### src/rtl/cache_2way_wb.sv
// Two-way set-associative write-back, write-allocate cache with one word per line and per-set LRU.
// Optional CACHE_STATS_EN adds saturating 16-bit hit/miss counters.
module cache_2way_wb #(
  parameter int unsigned INDEX_W = 2,
  parameter int unsigned TAG_W   = 8,
  parameter int unsigned DATA_W  = 8
) (
  input  logic                     clock,
  input  logic                     reset_n,
  input  logic                     req_valid,
  output logic                     req_ready,
  input  logic                     req_write,
  input  logic [INDEX_W-1:0]       req_index,
  input  logic [TAG_W-1:0]         req_tag,
  input  logic [DATA_W-1:0]        req_wdata,
  output logic                     resp_valid,
  output logic                     resp_hit,
  output logic [DATA_W-1:0]        resp_rdata,
  output logic                     mem_req,
  output logic                     mem_we,
  output logic [TAG_W+INDEX_W-1:0] mem_addr,
  output logic [DATA_W-1:0]        mem_wdata,
  input  logic                     mem_ack,
  input  logic [DATA_W-1:0]        mem_rdata
`ifdef CACHE_STATS_EN
  ,
  output logic [15:0]              hit_count,
  output logic [15:0]              miss_count
`endif
);

  localparam int unsigned SETS = 2 ** INDEX_W;

  typedef enum logic [2:0] {
    StIdle, StTagCheck, StWriteback, StRefill, StInstall, StResp
  } state_e;

  state_e state_q, state_d;

  logic [SETS-1:0][1:0] valid_q, dirty_q;
  logic [SETS-1:0]      lru_q;
  logic [TAG_W-1:0]     way_tag_q  [SETS][2];
  logic [DATA_W-1:0]    way_data_q [SETS][2];

  logic               rq_write_q;
  logic [INDEX_W-1:0] rq_index_q;
  logic [TAG_W-1:0]   rq_tag_q;
  logic [DATA_W-1:0]  rq_wdata_q;
  logic               hit_q, victim_q;
  logic [DATA_W-1:0]  word_q;
  logic               resp_valid_q, resp_hit_q;
  logic [DATA_W-1:0]  resp_rdata_q;

  logic [1:0] set_valid, set_dirty, match;
  logic       lookup_hit, hit_way, victim_way, victim_dirty;

  always_comb begin
    set_valid    = valid_q[rq_index_q];
    set_dirty    = dirty_q[rq_index_q];
    match[0]     = set_valid[0] && (way_tag_q[rq_index_q][0] == rq_tag_q);
    match[1]     = set_valid[1] && (way_tag_q[rq_index_q][1] == rq_tag_q);
    lookup_hit   = |match;
    hit_way      = match[1];
    // Fill invalid ways first; the LRU pointer only decides between two valid lines.
    if (!set_valid[0])      victim_way = 1'b0;
    else if (!set_valid[1]) victim_way = 1'b1;
    else                    victim_way = lru_q[rq_index_q];
    victim_dirty = set_valid[victim_way] && set_dirty[victim_way];
  end

  always_comb begin
    state_d   = state_q;
    req_ready = 1'b0;
    mem_req   = 1'b0;
    mem_we    = 1'b0;
    mem_addr  = '0;
    mem_wdata = '0;
    unique case (state_q)
      StIdle: begin
        req_ready = 1'b1;
        if (req_valid) state_d = StTagCheck;
      end
      StTagCheck: begin
        if (lookup_hit)        state_d = StResp;
        else if (victim_dirty) state_d = StWriteback;
        else if (rq_write_q)   state_d = StInstall;
        else                   state_d = StRefill;
      end
      StWriteback: begin
        mem_req   = 1'b1;
        mem_we    = 1'b1;
        mem_addr  = {way_tag_q[rq_index_q][victim_q], rq_index_q};
        mem_wdata = way_data_q[rq_index_q][victim_q];
        if (mem_ack) state_d = rq_write_q ? StInstall : StRefill;
      end
      StRefill: begin
        mem_req  = 1'b1;
        mem_addr = {rq_tag_q, rq_index_q};
        if (mem_ack) state_d = StInstall;
      end
      StInstall: state_d = StResp;
      StResp:    state_d = StIdle;
      default:   state_d = StIdle;
    endcase
  end

  always_ff @(posedge clock or negedge reset_n) begin
    if (!reset_n) begin
      state_q      <= StIdle;
      valid_q      <= '0;
      dirty_q      <= '0;
      lru_q        <= '0;
      rq_write_q   <= 1'b0;
      rq_index_q   <= '0;
      rq_tag_q     <= '0;
      rq_wdata_q   <= '0;
      hit_q        <= 1'b0;
      victim_q     <= 1'b0;
      word_q       <= '0;
      resp_valid_q <= 1'b0;
      resp_hit_q   <= 1'b0;
      resp_rdata_q <= '0;
    end else begin
      state_q      <= state_d;
      resp_valid_q <= (state_q == StResp);
      if (state_q == StIdle && req_valid) begin
        rq_write_q <= req_write;
        rq_index_q <= req_index;
        rq_tag_q   <= req_tag;
        rq_wdata_q <= req_wdata;
      end
      if (state_q == StTagCheck) begin
        hit_q <= lookup_hit;
        if (lookup_hit) begin
          lru_q[rq_index_q] <= ~hit_way;
          if (rq_write_q) dirty_q[rq_index_q][hit_way] <= 1'b1;
          else            word_q <= way_data_q[rq_index_q][hit_way];
        end else begin
          victim_q <= victim_way;
        end
      end
      if (state_q == StRefill && mem_ack) word_q <= mem_rdata;
      if (state_q == StInstall) begin
        valid_q[rq_index_q][victim_q] <= 1'b1;
        dirty_q[rq_index_q][victim_q] <= rq_write_q;
        lru_q[rq_index_q]             <= ~victim_q;
      end
      if (state_q == StResp) begin
        resp_hit_q   <= hit_q;
        resp_rdata_q <= rq_write_q ? rq_wdata_q : word_q;
      end
    end
  end

  // Tag/data storage carries no reset; valid bits gate every use of it.
  always_ff @(posedge clock) begin
    if (state_q == StTagCheck && lookup_hit && rq_write_q) begin
      way_data_q[rq_index_q][hit_way] <= rq_wdata_q;
    end
    if (state_q == StInstall) begin
      way_tag_q[rq_index_q][victim_q]  <= rq_tag_q;
      way_data_q[rq_index_q][victim_q] <= rq_write_q ? rq_wdata_q : word_q;
    end
  end

  assign resp_valid = resp_valid_q;
  assign resp_hit   = resp_hit_q;
  assign resp_rdata = resp_rdata_q;

`ifdef CACHE_STATS_EN
  logic [15:0] hit_count_q, miss_count_q;

  always_ff @(posedge clock or negedge reset_n) begin
    if (!reset_n) begin
      hit_count_q  <= '0;
      miss_count_q <= '0;
    end else if (state_q == StTagCheck) begin
      if (lookup_hit && hit_count_q != 16'hFFFF)   hit_count_q  <= hit_count_q + 16'd1;
      if (!lookup_hit && miss_count_q != 16'hFFFF) miss_count_q <= miss_count_q + 16'd1;
    end
  end

  assign hit_count  = hit_count_q;
  assign miss_count = miss_count_q;
`endif

endmodule

### config.mk
export PLATFORM = sky130hd
export DESIGN_NAME = cache_2way_wb
export DESIGN_NICKNAME = d
export VERILOG_FILES = /design/src/rtl/cache_2way_wb.sv
export SDC_FILE = /design/constraint.sdc
export NUM_CORES = 1
export LEC_CHECK = 0
export ABC_CLOCK_PERIOD_IN_PS = 3770
export BUFFER_PORTS_ARGS = -buffer_cell sky130_fd_sc_hd__buf_2
export CORE_ASPECT_RATIO = 0.6
export CORE_UTILIZATION = 25
export DETAILED_ROUTE_END_ITERATION = 10
export PLACE_DENSITY = 0.4
export REMOVE_ABC_BUFFERS = 1
export SLEW_MARGIN = 20
export SYNTH_ARGS = -nofsm -noshare
export SYNTH_HDL_FRONTEND = slang
export SYNTH_SLANG_ARGS = --single-unit
### constraint.sdc
create_clock -name clock -period 3.77 [get_ports clock]
set_input_delay 0 -clock clock [delete_from_list [all_inputs] [get_ports clock]]
set_output_delay 0 -clock clock [all_outputs]
set_load 0.01 [all_outputs]
Word-level counts from Yosys, hierarchy flattened
Memory sizes are Yosys's and may differ from the RTL's.
Cells that the tools add are included.

word-level totals
  bits in registers = 62
  RAM bits = 128
  input port bits = 31
  word-level logic and storage cells = 169
  memories = 2

memory list
  memory      words  bits a word  rd ports  clocked after Yosys merged registers in  wr ports  RTL line  text
  way_data_q  4      16           1         0                                        1         43        logic [DATA_W-1:0] way_data_q [SETS][2];
  way_tag_q   4      16           1         0                                        1         42        logic [TAG_W-1:0] way_tag_q [SETS][2];

cells by class
  order comparisons = 11
  equality and inequality tests = 11
  mux-type cells = 82
  bitwise logic cells = 23
  reductions and logical operators = 20

operator list
  kind                  number
  $mux W8               21
  $mux W16              2
  $mux W1               31
  $pmux W10 S2          1
  $mux W3               6
  $demux W8 S1          2
  $eq A8 B8 Y1          2
  $or A1 B1 Y1          16
  $or A8 B8 Y8          2
  $pmux W3 S5           1
  $logic_and A1 B1 Y1   12
  $mux W4               3
  $bmux W2 S2           2
  $bwmux W4             2
  $bwmux W8             1
  $demux W2 S2          2
  $mux W2               4
  $eq A3 B2 Y1 const B  2
  $eq A3 B3 Y1 const B  2
  $lt A1 B2 Y1 const B  3
  $ne A2 B2 Y1 const B  3
  $reduce_and A3 Y1     2
  $ge A2 B2 Y1 const B  2
  $lt A2 B1 Y1 const B  2
  14 further kinds      21

Logic depth before layout (Yosys ltp)
Gate-level depths: netlist of run 1.

  word-level depth = 15
  depth in mapped cells = 8
  mapped depth without buffers = 6

Worst setup path before layout of run 1
OpenSTA, ideal clock, no wires.

  path kind = register -> register
  start = register rq_index_q[0]
  end = memory way_data_q[0][10] in the netlist's numbering, enable pin
  setup time = 370 ps
  arrival time = 2329 ps
  data required time = 3400 ps
  slack = 1070 ps
  stages on the path, launching flop included = 8
  clock period less this slack = 2700 ps
  cells stage by stage = dfrtp_1 -> buf_2 -> mux4_2 -> xnor2_1 -> nand3_1 -> nor3_2 -> a41oi_2 -> nor2_1

between the ends
  longest elaborated chain between the ends = 10

ends and longest elaborated chain
  what                                                                RTL line  text
  start: declaration                                                  46        logic [INDEX_W-1:0] rq_index_q;
  start signal: assignment                                            128       rq_index_q <= req_index;
  $mem_v2 Z4 W16 or $bmux W2 S2 (tied branches)                       -
  $eq A8 B8 Y1 or $mux W2 (tied branches)                             61, 58
  $logic_and A1 B1 Y1                                                 61        match[1] = set_valid[1] && (way_tag_q[rq_index_q][1] == rq_tag_q);
  $not A1 Y2 (not written as such)                                    158       way_data_q[rq_index_q][hit_way] <= rq_wdata_q;
  $ge A2 B2 Y1 (not written as such) or $lt A2 B1 Y1 (tied branches)  158
  $logic_and A1 B1 Y1 (not written as such)                           158
  $mux W8 (not written as such)                                       158
  $demux W8 S1                                                        158
  $mux W16 (not written as such)                                      158
  $or A1 B1 Y1 (no source line)                                       -
  end: declaration                                                    43

Several ways; a longest one is shown, not always the timed one. The select of a mux whose other input is x is not followed.

Worst setup path after layout of run 1
  start = register rq_index_q[0]
  end = memory way_data_q[2][11] in the netlist's numbering, enable pin

The elaborated chain is that of the path after synthesis.

==> impl_metrics.py, run 1 <==
metrics = {
    "status": {
        "status": "complete, no violations",
    },
    "floorplan": {
        "die_area_um2": 33900,
        "die_y_um": 143,
        "initial_core_util_pct": 25.5,
        "dieWidth_um": 237,
        "core-area_um2": 32500,
        "placementRows": 51,
        "boundaryPins": 62,
    },
    "routing": {
        "drt_first_pass_iters": 4,
        "via_per_inst": 4.59,
        "drcViolationCount": 0,
        "drtIter0Drc": 399,
        "ant_nets": 0,
        "vias": 4930,
        "drt_wl_total_um": 22800,
        "wl_per_cell_um": 21.2,
    },
    "critical_path": {
        "crit_arrival_ns": 3.28,
        "cp_max_fo": 19,
        "rr_startpoint": "rq_index_q[0]",
        "endpoint": "way_data_q[2][11]",
        "end_kind": "register",
        "r2r_end": "way_data_q[2][11]",
        "r2r_slack_ns": 0.64,
        "crit_required_ns": 3.92,
        "cp-startpoint": "rq_index_q[0]",
        "rr_worst_depth": 7,
        "start_kind": "register",
        "crit_type": "reg -> reg",
    },
    "clocking": {
        "postCtsSetupBuffers": 0,
        "clk_path_buf_depth": 2,
        "clkTransAtPathRegs_ns": 0.08,
        "cts.sinks": 190,
        "cts_buffers": 17,
        "clkLatencyLatePin_ns": 0.44,
        "htree_levels": 4,
        "cts_tree": "done",
        "cts-root-buf": "clkbuf_16",
    },
    "cells_and_area": {
        "antenna_cells": 0,
        "final_net_count": 668,
        "area_growth_pct": 21.2,
        "post-route-util_pct": 30.9,
        "drive_above_1_share_pct": 29.7,
        "final_cells": 1074,
        "stdcell_area_um2": 10000,
        "fill_cells": 3225,
    },
    "timing": {
        "finalSetupViolCount": 0,
        "worst_pin_slew_ns": 0.898,
        "hold_viol": 0,
        "clock_skew_ns": 0.0153,
        "fin_crit_sh_pct": 83.0,
        "fmax_mhz": 320,
        "finalMaxSlewViolations": 0,
        "period_needed_ns": 3.13,
        "setup_tns_ns": 0,
        "rsz0062_at_grt": "false",
        "slew_headroom_pct": 40.1,
    },
    "worst_hold_path": {
        "hp-class": "in -> async",
    },
    "placed_design": {
        "io_buffers": 61,
        "dp.cells": 1012,
        "place_congestion": 0.795,
        "dp_hpwl_um": 16300,
        "dpl_cell_area_um2": 9150,
    },
    "global_route": {
        "grt_max_degree": 63,
        "grt_overflow": 0,
        "grt_usage_pct": 14.1,
        "grt_pass1_wl_um": 34300,
        "antenna_found_initial": 0,
        "grt_pass1_vias": 5051,
    },
    "logic_synthesis": {
        "synth_mux_area_share_pct": 20.9,
        "netlist_instances": 532,
        "syn_area_per_cell_um2": 15.6,
        "ys_ff_latch": 190,
        "synth.distinct_cells": 39,
        "synth_top_family_by_area": "multiplexers",
        "synth-simple-area-share_pct": 6.12,
        "netlist_area_um2": 8280,
        "ys_warn_count": 0,
        "synth_compound_area_share_pct": 4.20,
        "yosys.area_share.xor_xnor_pct": 1.69,
        "synth_fa_ha_area_share_pct": 0,
        "ys_seq_area_share_pct": 65.1,
    },
    "flow_run": {
        "drv_cap": 0,
    },
    "power_and_ir_drop": {
        "powerDensity_nw_per_um2": 803,
        "finalPower_mw": 8.07,
        "power_leakage_nw": 3.87,
        "vdd_drop_max_mv": 0.323,
    },
}
==> worst min-delay path by stage <==
stage	startpoint	endpoint	slack [ns]
6_report	reset_n	rq_tag_q[7]	0.21
3_3_place_gp	reset_n	rq_tag_q[2]	0.18
5_1_grt	reset_n	rq_tag_q[3]	0.29
2_1_floorplan	reset_n	dirty_q[0]	-0.30
3_5_place_dp	reset_n	rq_tag_q[1]	0.19
4_1_cts	reset_n	rq_tag_q[7]	0.26
==> cells in the mapped netlist <==
cell | n | area share (%)
a21oi_1 | 10 | 0.60
a22o_1 | 1 | 0.11
a22oi_1 | 4 | 0.36
a2bb2oi_1 | 3 | 0.32
a31oi_1 | 1 | 0.076
a41oi_2 | 1 | 0.20
and2_1 | 6 | 0.45
buf_1 | 3 | 0.14
buf_2 | 4 | 0.24
buf_6 | 2 | 0.27
clkbuf_1 | 14 | 0.63
clkinv_1 | 1 | 0.045
dfrtp_1 | 62 | 19
edfxtp_1 | 128 | 46
inv_1 | 15 | 0.68
mux2_2 | 35 | 4.8
mux2i_1 | 50 | 6.0
mux4_2 | 37 | 10
nand2_1 | 32 | 1.4
nand2b_1 | 11 | 0.83
nand3_1 | 5 | 0.30
nand3b_1 | 2 | 0.18
nand4_1 | 2 | 0.15
nor2_1 | 33 | 1.5
nor2b_1 | 3 | 0.23
nor3_1 | 3 | 0.18
nor3_2 | 2 | 0.24
nor3b_2 | 1 | 0.15
nor4_1 | 1 | 0.076
o21a_1 | 1 | 0.091
o21ai_0 | 23 | 1.4
o21ai_1 | 11 | 0.66
o21ai_2 | 1 | 0.11
o22ai_1 | 1 | 0.076
o2bb2ai_1 | 1 | 0.11
o311ai_1 | 1 | 0.11
or2_2 | 3 | 0.23
or3_1 | 2 | 0.15
xnor2_1 | 16 | 1.7
==> through the flow <==
| stage | worst slack [ns] | hold slack [ns] |
|---|---|---|
| after floorplan | -0.210 | -0.296 |
| final | 0.641 | 0.211 |
| after global routing | 0.425 | 0.293 |
| after CTS | 0.603 | 0.259 |
| after global placement | 0.674 | 0.183 |
| after detailed placement | 0.636 | 0.188 |
==> state kept, by name (all words and copies together) (netlist names) <==
signal / cells
word_q: 8
rq_write_q: 1
state_q: 3
resp_hit: 1
lru_q: 4
resp_rdata: 8
victim_q: 1
way_data_q: 64
valid_q: 8
dirty_q: 8
rq_index_q: 2
rq_wdata_q: 8
way_tag_q: 64
hit_q: 1
rq_tag_q: 8
resp_valid: 1
==> per-layer routing <==
layer	vias up	GRT usage (%)	wire [um]
met4	0	3.76	281
met2	117	18.0	8720
li1	2223	-	-
met1	2574	22.8	12600
met5	-	0	0
met3	16	3.58	1210
==> final cells by class <==
class | instances | area, um2 | share of cell area, %
Clock buffer | 17 | 425 | 4.24
Inverter | 16 | 60.1 | 0.598
Multi-Input combinational cell | 303 | 2720 | 27.1
Timing Repair Buffer | 109 | 743 | 7.40
Clock inverter | 15 | 163 | 1.62
Sequential cell | 190 | 5400 | 53.8
Tap cell | 424 | 531 | 5.28
==> critical path, cell delays in order (launching register included) <==
cell,delay [ns]
dfrtp_2,0.77
mux4_2,0.61
xnor2_1,0.21
nand2_1,0.11
nor3_2,0.41
a41oi_2,0.32
nor2_1,0.20
buf_4,0.19
==> power by group <==
group	switching (mW)	internal, mW	total, mW
Clock	0.915	0.895	1.81
Combinational	1.53	1.27	2.79
Sequential	0.580	2.88	3.46
==> logic make-up after synthesis <==
family	after synthesis
xor+xnor	16
buf+inv	39
simple gates	106
mux	122
flops	190
compound gates	59
==> cells in the final DEF, fill, tap and decap left out, types with 15 or more instances in the layout <==
master         Yosys  final
buf_2              4     60
buf_4              0     19
clkbuf_16          0     17
dfrtp_1           62     60
dlygate4sd3_1      0     30
edfxtp_1         128    128
inv_1             15     15
mux2_2            35     35
mux2i_1           50     50
mux4_2            37     37
nand2_1           32     32
nor2_1            33     33
o21ai_0           23     23
xnor2_1           16     16
==> timing repair <==
| item | in CTS | in global routing |
|---|---|---|
| hold buffers | 30 | 0 |
| gates resized for setup | 0 | 0 |
| hold endpoints to repair | 92 | 0 |
Note: power is estimated with default switching activity, not from simulation.
==> run 2, diff against run 1 <==
--- a/config.mk
+++ b/config.mk
@@ -5,12 +5,13 @@
 export SDC_FILE = /design/constraint.sdc
 export NUM_CORES = 1
 export LEC_CHECK = 0
-export ABC_CLOCK_PERIOD_IN_PS = 3770
+export ABC_AREA = 1
+export ABC_CLOCK_PERIOD_IN_PS = 2860
 export BUFFER_PORTS_ARGS = -buffer_cell sky130_fd_sc_hd__buf_2
 export CORE_ASPECT_RATIO = 0.6
 export CORE_UTILIZATION = 25
 export DETAILED_ROUTE_END_ITERATION = 10
-export PLACE_DENSITY = 0.4
+export PLACE_DENSITY = 0.41
 export REMOVE_ABC_BUFFERS = 1
 export SLEW_MARGIN = 20
 export SYNTH_ARGS = -nofsm -noshare
==> constraint.sdc (replaced) <==
create_clock -name clock -period 2.86 [get_ports clock]
set_input_delay 0 -clock clock [delete_from_list [all_inputs] [get_ports clock]]
set_output_delay 0 -clock clock [all_outputs]
set_load 0.01 [all_outputs]
==> impl_metrics.py, run 2 <==
metrics = {
    "status": {
        "status": "complete, no violations",
    },
    "clocking": {
        "clkLatencyLatePin_ns": 0.44,
        "cts-root-buf": "clkbuf_16",
        "cts_buffers": 17,
        "clkTransAtPathRegs_ns": 0.07,
        "postCtsSetupBuffers": 0,
        "cts.sinks": 190,
        "clk_path_buf_depth": 2,
        "cts_tree": "done",
        "htree_levels": 4,
    },
    "global_route": {
        "grt_usage_pct": 16.4,
        "grt_overflow": 0,
        "grt_pass1_vias": 6382,
        "grt_pass1_wl_um": 42500,
        "grt_max_degree": 52,
        "antenna_found_initial": 1,
    },
    "timing": {
        "period_needed_ns": 2.74,
        "fmax_mhz": 365,
        "setup_tns_ns": 0,
        "clock_skew_ns": 0.0119,
        "slew_headroom_pct": 27.0,
        "rsz0062_at_grt": "true",
        "whs_ns": 0.167,
        "fin_crit_sh_pct": 95.7,
        "hold_viol": 0,
        "worst_pin_slew_ns": 1.08,
        "finalMaxSlewViolations": 0,
        "setup_ws_ns": 0.122,
        "finalSetupViolCount": 0,
    },
    "floorplan": {
        "placementRows": 52,
        "core-area_um2": 34100,
        "die_area_um2": 35800,
        "die_y_um": 147,
        "boundaryPins": 62,
        "dieWidth_um": 243,
        "initial_core_util_pct": 25.7,
    },
    "placed_design": {
        "pre_cts_ws_ns": 0.215,
        "dp_hpwl_um": 20500,
        "place_congestion": 0.783,
        "io_buffers": 61,
        "dpl_cell_area_um2": 9810,
    },
    "critical_path": {
        "critPathTopFamily": "buffers and inverters",
        "cp-startpoint": "rq_index_q[0]",
        "cp_slowest_cell": "dfrtp_2",
        "rr_startpoint": "rq_index_q[1]",
        "crit_cells": 12,
        "cp_cell_sequence": "buf_12 -> nand2_4 -> buf_4 -> clkinv_1 -> buf_4 -> nand2_1 -> nand2_1 -> a221oi_1 -> inv_1 -> o21ai_0 -> a21oi_1 -> buf_2",
        "end_kind": "output port",
        "start_kind": "register",
        "cp_max_fo": 28,
        "cpPeakStageDelay_ns": 0.45,
        "rr_worst_depth": 13,
        "crit_type": "reg -> out",
        "crit_arrival_ns": 2.74,
        "crit_required_ns": 2.86,
        "path_buf_inv": 6,
    },
    "cells_and_area": {
        "final_net_count": 1078,
        "largest_registers": "way_data_q: 64 flops, way_tag_q: 64 flops",
        "final_cell_mix": "324 x nand2_1, 128 x edfxtp_1, 81 x nor2_1, 64 x inv_1",
        "final_common_cell": "nand2_1",
        "area_growth_pct": 22.1,
        "stdcell_area_um2": 10700,
        "drive_above_1_share_pct": 16.9,
    },
    "logic_synthesis": {
        "async_flop_share_pct": 32.6,
        "ys_seq_area_share_pct": 61.7,
        "yosys.area.top_type": "edfxtp_1",
        "synth_top_cell_area_share_pct": 43.9,
        "yosysMostFrequentCell": "nand2_1",
        "netlist_instances": 922,
        "ys_warn_count": 0,
        "synth.distinct_cells": 38,
        "netlist_area_um2": 8750,
        "ys_ff_latch": 190,
        "ys_top_cells_by_area": "edfxtp_1 44%, dfrtp_1 18%, nand2_1 14%",
        "synth_commonest_cells": "324 x nand2_1, 128 x edfxtp_1, 81 x nor2_1",
        "syn_area_per_cell_um2": 9.49,
        "yosys_most_used_dff": "edfxtp_1",
        "synth_edf_count": 128,
    },
    "power_and_ir_drop": {
        "powerDensity_nw_per_um2": 1040,
        "power_leakage_nw": 4.58,
        "vdd_drop_max_mv": 0.421,
    },
    "routing": {
        "drtIter0Drc": 646,
        "drt_first_pass_iters": 5,
        "via_per_inst": 4.47,
        "vias": 6793,
        "wl_per_cell_um": 18.5,
        "drt_wl_total_um": 28200,
        "ant_nets": 0,
        "drcViolationCount": 0,
    },
    "flow_run": {
        "drv_cap": 0,
    },
    "worst_hold_path": {
        "hp-class": "in -> async",
    },
}
## run 2: path summary, 6_finish.rpt
| path | endpoint | slack, ns |
|---|---|---|
| worst max-delay path | mem_wdata[6] | 0.12 |
| worst min-delay path | dirty_q[3] | 0.17 |
| worst max register to register | way_data_q[2][13] | 0.25 |
| worst min register to register | valid_q[3] | 0.46 |
| max in group asynchronous | rq_tag_q[7] | 2.06 |
| min in group clock | state_q[0] | 0.30 |
## run 2: area by class of cell
type / instances / area (um2)
well taps: 459 / 574
clock buffers: 17 / 425
inverters: 73 / 283
diodes: 1 / 2.50
clock inverters: 15 / 140
multi-input cells: 624 / 2860
flip-flops and latches: 190 / 5400
fillers: 3630 / 23400
repair buffers: 141 / 996
## run 2: per-stage QoR
step / power [mW] / std cells / utilization (%)
after floorplan: 6.77 / 887 / -
after global placement: 8.81 / 1457 / 28.8
after detailed placement: 8.77 / 1457 / 28.8
after CTS: 11.1 / 1519 / 31.3
after global routing: 11.9 / 1519 / 31.3
final: 11.1 / 1520 / 31.3
## run 2: repair_timing
action | in CTS | in global routing
gates resized for setup | 0 | 3
endpoints found under the hold margin | 79 | 0
hold buffers | 30 | 0
setup endpoints to repair | 0 | 43
## run 2: cells by family after synthesis
kind of cell / after synthesis / synth area share, %
AOI/OAI and AO/OA: 143 / 9.67
buffers and inverters: 108 / 5.64
DFF: 190 / 61.7
and+or+nand+nor: 481 / 23.0
## run 2: layer usage
| metal | vias to the layer above | GRT usage, % | wire, um |
|---|---|---|---|
| li1 | 3341 | - | - |
| met1 | 3234 | 28.6 | 16400 |
| met2 | 205 | 19.2 | 9870 |
| met3 | 13 | 3.49 | 1710 |
| met4 | 0 | 3.30 | 185 |
| met5 | - | 0 | 0 |
## run 2: where the power goes
| group | total [mW] | internal (mW) | leakage (nW) | switching [mW] |
|---|---|---|---|---|
| registers | 4.17 | 3.79 | 1.87 | 0.372 |
| clock network | 2.32 | 1.21 | 0.242 | 1.11 |
| logic | 4.60 | 1.37 | 2.47 | 3.22 |
| total | 11.1 | 6.37 | 4.58 | 4.71 |
==> run 3, diff against run 2 <==
--- a/config.mk
+++ b/config.mk
@@ -9,7 +9,9 @@
 export ABC_CLOCK_PERIOD_IN_PS = 2860
 export BUFFER_PORTS_ARGS = -buffer_cell sky130_fd_sc_hd__buf_2
 export CORE_ASPECT_RATIO = 0.6
+export CORE_MARGIN = 8
 export CORE_UTILIZATION = 25
+export CTS_BUF_LIST = sky130_fd_sc_hd__clkbuf_8
 export DETAILED_ROUTE_END_ITERATION = 10
 export PLACE_DENSITY = 0.41
 export REMOVE_ABC_BUFFERS = 1
==> impl_metrics.py, run 3 (synthesis results as in run 2) <==
metrics = {
    "routing": {
        "drt_wl_total_um": 28900,
        "drcViolationCount": 0,
        "drt_first_pass_iters": 5,
        "ant_nets": 0,
        "wl_per_cell_um": 18.9,
        "drtIter0Drc": 585,
        "vias": 6822,
        "via_per_inst": 4.47,
    },
    "global_route": {
        "grt_pass1_vias": 6867,
        "grt_usage_pct": 14.1,
        "grt_max_degree": 63,
        "antenna_found_initial": 0,
        "grt_overflow": 0,
        "grt_pass1_wl_um": 44200,
    },
    "worst_hold_path": {
        "hp-class": "in -> async",
    },
    "critical_path": {
        "crit_type": "reg -> reg",
        "critPathTopFamily": "simple AND/OR/NAND/NOR gates",
        "cp_cell_sequence": "buf_4 -> buf_4 -> nand2_1 -> nand2_1 -> nand2_1 -> nand2_1 -> nand2_1 -> nand2_1 -> nor2_1 -> inv_1 -> nor2_1 -> nand3_1 -> inv_1 -> nand3_1 -> a21oi_1 -> buf_4",
        "crit_required_ns": 3.05,
        "crit_arrival_ns": 2.90,
        "crit_path_frequent_cell": "nand2_1",
        "end_kind": "register",
        "start_kind": "register",
        "rr_worst_depth": 16,
        "cp_max_fo": 11,
        "crit_cells": 16,
        "cp_slowest_cell": "dfrtp_2",
        "cpPeakStageDelay_ns": 0.45,
        "path_buf_inv": 5,
    },
    "clocking": {
        "postCtsSetupBuffers": 0,
        "htree_levels": 4,
        "cts_tree": "done",
        "cts.sinks": 190,
        "clkTransAtPathRegs_ns": 0.10,
        "cts_buffers": 17,
        "clk_path_buf_depth": 2,
        "cts-root-buf": "clkbuf_8",
        "clkLatencyLatePin_ns": 0.50,
    },
    "timing": {
        "clock_skew_ns": 0.0217,
        "hold_viol": 0,
        "slew_headroom_pct": 26.2,
        "whs_ns": 0.139,
        "finalSetupViolCount": 0,
        "fin_crit_sh_pct": 94.5,
        "fmax_mhz": 370,
        "rsz0062_at_grt": "false",
        "period_needed_ns": 2.70,
        "setup_ws_ns": 0.158,
        "finalMaxSlewViolations": 0,
        "worst_pin_slew_ns": 1.10,
        "setup_tns_ns": 0,
    },
    "floorplan": {
        "initial_core_util_pct": 25.2,
        "die_y_um": 161,
        "dieWidth_um": 257,
        "core-area_um2": 34700,
        "boundaryPins": 62,
        "placementRows": 53,
        "die_area_um2": 41400,
    },
    "power_and_ir_drop": {
        "vdd_drop_max_mv": 0.269,
        "powerDensity_nw_per_um2": 997,
        "power_leakage_nw": 4.50,
    },
    "cells_and_area": {
        "area_growth_pct": 19.6,
        "final_cells": 1526,
        "post-route-util_pct": 30.1,
        "final_net_count": 1075,
        "final_cell_mix": "323 x nand2_1, 128 x edfxtp_1, 81 x nor2_1, 65 x inv_1, 61 x dfrtp_1",
        "drive_above_1_share_pct": 16.6,
        "final_common_cell": "nand2_1",
        "largest_registers": "way_data_q: 64 flops, way_tag_q: 64 flops",
    },
    "placed_design": {
        "dp_hpwl_um": 20800,
        "pre_cts_ws_ns": 0.260,
        "io_buffers": 61,
        "place_congestion": 0.799,
        "dp.cells": 1462,
    },
    "flow_run": {
        "drv_cap": 0,
    },
    "status": {
        "status": "complete, no violations",
    },
}
## run 3: cell count changes in the layout (fill, tap and decap cells not counted), sizes merged
| cell | previous run | this run |
|---|---|---|
| clkinvlp | 10 | 2 |
| clkinv | 5 | 12 |
| buf | 111 | 108 |
| inv | 72 | 74 |
| bufinv | 1 | 0 |
| diode | 1 | 2 |
## run 3: routing by layer
| layer | global-route usage (%) | part of all wire, % | vias to the layer above |
|---|---|---|---|
| met5 | 0 | 0 | - |
| met1 | 22.9 | 56 | 3271 |
| li1 | - | - | 3332 |
| met4 | 2.52 | 0.93 | 0 |
| met3 | 3.65 | 6.1 | 17 |
| met2 | 18.1 | 37 | 202 |
## run 3: through the flow
step,area [um2],power [mW]
after floorplan,8530,6.77
after global placement,9800,8.82
after detailed placement,9800,8.81
after CTS,10400,10.5
after global routing,10500,11.2
final,10500,10.4
## run 3: repair_timing
| item | 4_1_cts | 5_1_grt |
|---|---|---|
| endpoints found under the hold margin | 92 | 0 |
| endpoints found under the setup margin | 0 | 11 |
| resized for setup | 0 | 5 |
| hold buffers | 30 | 0 |
## run 3: final cells by class
cell class | count | area [um2]
timing repair buffer | 138 | 973
multi-input combinational | 624 | 2890
antenna | 2 | 5.00
inverter | 73 | 283
clock buffer | 17 | 234
clock inverter | 15 | 97.6
fill | 3740 | 24300
sequential | 190 | 5400
tap | 467 | 584
## run 3: power breakdown
| group | internal, mW | switching (mW) |
|---|---|---|
| Sequential | 3.79 | 0.401 |
| Combinational | 1.37 | 3.26 |
| Clock | 0.594 | 1.01 |
## run 3: worst paths after layout
path / start / to / slack [ns]
max: rq_index_q[0] / way_data_q[0][0] / 0.16
min: reset_n / valid_q[1] / 0.14
max reg2reg: rq_index_q[0] / way_data_q[0][0] / 0.16
min reg2reg: valid_q[6] / valid_q[6] / 0.46
max in group asynchronous: reset_n / rq_index_q[0] / 2.06
min in group clock: mem_ack / state_q[0] / 0.26
